--- src/rtl/prog_counter.sv ---
// prog_counter: runtime-programmable up/down counter with limits, wrap/saturate/one-shot modes, tc/done/ovf flags.
// Ports: clk, rst (sync, active-low), en, load, load_value, step, dir, mode, lim_lo, lim_hi, clr_ovf -> count, tc, done, ovf, cfg_err.
// Optional: COUNTER_PRESCALE_EN adds PRESCALE_WIDTH and input prescale (advance once every prescale+1 enabled cycles).
module prog_counter #(
  parameter int DATA_WIDTH = 16,
  parameter int STEP_WIDTH = 8,
  parameter logic [DATA_WIDTH-1:0] RESET_VALUE = '0
`ifdef COUNTER_PRESCALE_EN
  , parameter int PRESCALE_WIDTH = 8
`endif
) (
  input  logic                  clk,
  input  logic                  rst,
  input  logic                  en,
  input  logic                  load,
  input  logic [DATA_WIDTH-1:0] load_value,
  input  logic [STEP_WIDTH-1:0] step,
  input  logic                  dir,
  input  logic [1:0]            mode,
  input  logic [DATA_WIDTH-1:0] lim_lo,
  input  logic [DATA_WIDTH-1:0] lim_hi,
  input  logic                  clr_ovf,
`ifdef COUNTER_PRESCALE_EN
  input  logic [PRESCALE_WIDTH-1:0] prescale,
`endif
  output logic [DATA_WIDTH-1:0] count,
  output logic                  tc,
  output logic                  done,
  output logic                  ovf,
  output logic                  cfg_err
);
  typedef enum logic {RUN, HALT} state_t;
  state_t state, state_nx;
  logic [DATA_WIDTH:0] step_x, sum, diff;
  logic [DATA_WIDTH-1:0] count_nx, lim, wrap_tgt, nat;
  logic tc_nx, ovf_set, adv, hit, over, wrap, sat, oneshot, psc_hit;
  assign cfg_err  = lim_lo > lim_hi;
  assign done     = state == HALT;
  assign wrap     = mode == 2'b00 || mode == 2'b11;
  assign sat      = mode == 2'b01;
  assign oneshot  = mode == 2'b10;
  assign step_x   = {{(DATA_WIDTH + 1 - STEP_WIDTH){1'b0}}, step};
  assign sum      = {1'b0, count} + step_x;
  // diff[DATA_WIDTH] is the borrow out of the subtraction
  assign diff     = {1'b0, count} - step_x;
  assign lim      = dir ? lim_lo : lim_hi;
  assign wrap_tgt = dir ? lim_hi : lim_lo;
  assign nat      = dir ? diff[DATA_WIDTH-1:0] : sum[DATA_WIDTH-1:0];
  assign hit      = dir ? (!diff[DATA_WIDTH] && diff[DATA_WIDTH-1:0] == lim_lo) : (sum == {1'b0, lim_hi});
  assign over     = dir ? (diff[DATA_WIDTH] || diff[DATA_WIDTH-1:0] < lim_lo) : (sum > {1'b0, lim_hi});
  assign adv      = en && !load && step != '0 && !cfg_err && state == RUN && psc_hit;
`ifdef COUNTER_PRESCALE_EN
  logic [PRESCALE_WIDTH-1:0] psc;
  assign psc_hit = psc == prescale;
  always_ff @(posedge clk)
    if (!rst || load) psc <= '0;
    else if (en && state == RUN) psc <= psc_hit ? '0 : psc + 1'b1;
`else
  assign psc_hit = 1'b1;
`endif
  always_ff @(posedge clk)
    if (!rst) state <= RUN;
    else state <= state_nx;
  always_comb begin
    state_nx = state;
    if (load) state_nx = RUN;
    else if (adv && oneshot && (hit || over)) state_nx = HALT;
  end
  always_comb begin
    count_nx = load ? load_value : count;
    tc_nx    = 1'b0;
    ovf_set  = 1'b0;
    if (adv) begin
      count_nx = hit ? lim : over ? (wrap ? wrap_tgt : lim) : nat;
      // saturating at a limit already held is not a new terminal event
      tc_nx    = hit || (over && (!sat || count != lim));
      ovf_set  = over && wrap;
    end
  end
  always_ff @(posedge clk)
    if (!rst) begin
      count <= RESET_VALUE;
      tc    <= 1'b0;
      ovf   <= 1'b0;
    end else begin
      count <= count_nx;
      tc    <= tc_nx;
      ovf   <= ovf_set || (ovf && !clr_ovf);
    end
endmodule

--- config.mk ---
export PLATFORM = sky130hd
export DESIGN_NAME = prog_counter
export DESIGN_NICKNAME = d
export VERILOG_FILES = /design/src/rtl/prog_counter.sv
export SDC_FILE = /design/constraint.sdc
export NUM_CORES = 1
export LEC_CHECK = 0
export CAP_MARGIN = 40
export CORE_ASPECT_RATIO = 0.8
export CORE_MARGIN = 5
export CORE_UTILIZATION = 49
export CTS_CLUSTER_SIZE = 16
export DETAILED_ROUTE_END_ITERATION = 6
export HOLD_SLACK_MARGIN = 0.03
export PLACE_DENSITY = 0.81
export SETUP_SLACK_MARGIN = 0.02
export SYNTH_ARGS = -nofsm -noshare
export SYNTH_HDL_FRONTEND = slang
export SYNTH_SLANG_ARGS = --single-unit
--- constraint.sdc ---
create_clock -name clk -period 3.94 [get_ports clk]
set_input_delay 0.394 -clock clk [delete_from_list [all_inputs] [get_ports clk]]
set_output_delay 0.394 -clock clk [all_outputs]
set_load 0.02 [all_outputs]
==> flow_metrics.tcl <==
set metrics [dict create \
    status "finished, violations left" \
    violations "setup timing" \
    rows 31 \
    preCtsSetupSlack_ns -0.951 \
    synth_flop_cell "dfxtp_1" \
    overflow 0 \
    layout_min_cycle_time_ns 4.16 \
    clk-insertion-delay-late_ns 0.26 \
    yosys_warnings 0 \
    grtUsageTotal 0.351 \
    dp_cells 900 \
    grt_max_degree 34 \
    place_congestion 1.01 \
    clk_path_buf_depth 2 \
    finalNetCount 951 \
    p_leak_nw 3.18 \
    pin_count 84 \
    syn_inst 618 \
    hold_ws_ns 0.551 \
    wl_per_cell_um 22.2 \
    ys_seq_area_frac 0.0842 \
    grt_pass1_vias 5785 \
    cts_inserted_buffers 3 \
    fin_area_um2 7080 \
    maxCapViolCount 0 \
    drc 0 \
    dr.pass1.iters 5 \
    yosysMostFrequentCell "ha_1" \
    holdCritPathClass "flop to flop" \
    worst_slew_pin_slew_ns 0.919 \
    layoutNonFillerInstCount 933 \
    grt_pass1_wl_mm 31.4 \
    diodes 0 \
    drtIter0Drc 684 \
    port_buffers 83 \
    viasPerCell 6.35 \
    wirelength_mm 20.7 \
    postSynthAreaPerCell_um2 7.31 \
    hpwl_mm 15.5 \
    critPathArrivalTime_ns 4.36 \
    htreeDepth 1 \
    ys_ff_latch 19 \
    area_growth_pct 56.6 \
    finClkSkew_ns 0.00218 \
    clk_pin_slew_ns 0.07 \
    synth.top_cell.area_share 0.183 \
    rsz0062_at_grt "true" \
    required_ns 4.14 \
    startpoint_type "input pin" \
    cts.sinks 19 \
    path_class "input pin to flop" \
    relSlewSlack 0.387 \
    fp.dieArea_um2 11300 \
    powerDensity_nw_per_um2 292 \
    initial_core_util 0.500 \
    synthTopCellsByArea "ha_1 (18%), dfxtp_1 (8.4%), mux2i_1 (6.0%)" \
    fp.dieW_um 117 \
    slew_viol_final 0 \
    finalHoldViolCount 0 \
    cp_max_fo 4 \
    placed_area_um2 6290 \
    drive_gt1_frac 0.286 \
    antenna_found_initial 0 \
    final-setup-viol-count 17 \
    fp.dieH_um 95.9 \
    ys_async_sr_fraction 0 \
    setup_tns_ns -1.45 \
    fin_ws_ns -0.219 \
    synth_edf_count 0 \
    cts-root-buf "clkbuf_16" \
    synthDistinctLibCells 74 \
    drt.antenna.violating_nets 0 \
    syn_nets 750 \
    finalCritPeriodShare 1.06 \
    core_um2 9040 \
    syn_area_um2 4520 \
    synthDominantAreaCellType "ha_1" \
    tritoncts "done" \
    max_freq_ghz 0.240 \
    critPathCaptureType "flop" \
    vias 5924 \
    ys_top_cells_by_count "ha_1 (66), inv_1 (60), nand2_1 (45), a21oi_1 (41), o21ai_0 (37)" \
    ir_drop_v 0.000234 \
]
==> cell families (layout without fill, tap and decap cells) <==
| group | Yosys count | count (layout) | share of synthesized area |
|---|---|---|---|
| AOI/OAI and AO/OA | 178 | 179 | 0.273 |
| xor gates and xnor gates | 44 | 44 | 0.0853 |
| adders and majority gates | 68 | 68 | 0.192 |
| buffers and inverters | 97 | 296 | 0.0845 |
| DFF | 19 | 19 | 0.0842 |
| muxes | 31 | 31 | 0.0698 |
| and+or+nand+nor | 181 | 181 | 0.212 |
==> state kept, by name, indices dropped and copies added (netlist names) <==
register,cells
count,16
done,1
ovf,1
tc,1
==> per-stage QoR <==
| stage | power [mW] | util |
|---|---|---|
| after floorplan | 0.969 | - |
| after global placement | 1.50 | 0.696 |
| after detailed placement | 1.54 | 0.696 |
| after CTS | 1.94 | 0.764 |
| after global routing | 2.16 | 0.783 |
| final | 2.07 | 0.783 |
==> per-layer routing <==
layer	share of wire	routed length [µm]	GRT usage	up-vias
met3	0.13	2790	0.0905	57
met1	0.42	8620	0.481	2789
met2	0.42	8700	0.548	403
met4	0.028	570	0.0947	0
met5	0	0	0	-
li1	-	-	-	2675
==> path summary, 6_finish.rpt <==
kind / endpoint / slack (ns) / cells after the start / start
setup / recovery: count[7]$_SDFFE_PN0P_ / -0.22 / 21 / step[0]
hold / removal: ovf$_SDFF_PN0_ / 0.55 / 2 / ovf$_SDFF_PN0_
setup reg to reg: count[7]$_SDFFE_PN0P_ / -0.21 / 19 / count[2]$_SDFFE_PN0P_
hold reg to reg: ovf$_SDFF_PN0_ / 0.55 / 2 / ovf$_SDFF_PN0_
==> critical path, stage by stage <==
cell and delay [ns]:
clkdlybuf4s15_2 0.22, buf_6 0.12, ha_4 0.14, buf_6 0.11
nand2b_4 0.05, a221o_1 0.34, a221o_1 0.39, a21oi_2 0.18
buf_4 0.12, buf_4 0.10, nand2_1 0.06, xnor2_1 0.15
ha_2 0.32, o21ai_0 0.26, nand2b_1 0.09, a21oi_1 0.22
a311o_2 0.24, a2bb2oi_4 0.11, buf_6 0.16, or4b_1 0.50
nand2_1 0.07
==> layout make-up <==
class | count | area, µm²
multi-input cells | 503 | 4250
repair buffers | 230 | 1980
fillers | 636 | 1960
flip-flops and latches | 19 | 390
inverters | 62 | 233
well taps | 115 | 144
clock buffers | 3 | 75.1
clock inverters | 1 | 5.00
==> report_power, final <==
part / switching, mW / total (mW) / internal, mW
combinational: 0.828 / 1.59 / 0.764
clock: 0.0964 / 0.234 / 0.137
sequential: 0.0278 / 0.241 / 0.213
==> cell usage in the layout, fill, tap and decap left out, types with 15 or more instances in the layout <==
cell / Yosys / layout
inv_1: 60 / 52
nand2_1: 45 / 44
mux2i_1: 27 / 27
a21oi_1: 41 / 38
ha_1: 66 / 53
buf_4: 0 / 132
xnor2_1: 29 / 27
clkdlybuf4s50_1: 0 / 74
nor2_1: 31 / 30
o21ai_0: 37 / 36
nand4_1: 15 / 15
==> timing repair <==
item | CTS | global route
pin swaps | 38 | 23
setup endpoints to repair | 19 | 19
gates resized for setup | 78 | 24
hold buffers | 0 | 0
setup buffers | 22 | 6
gates cloned | 1 | 0
No activity file was read; power rests on OpenSTA's default activity.
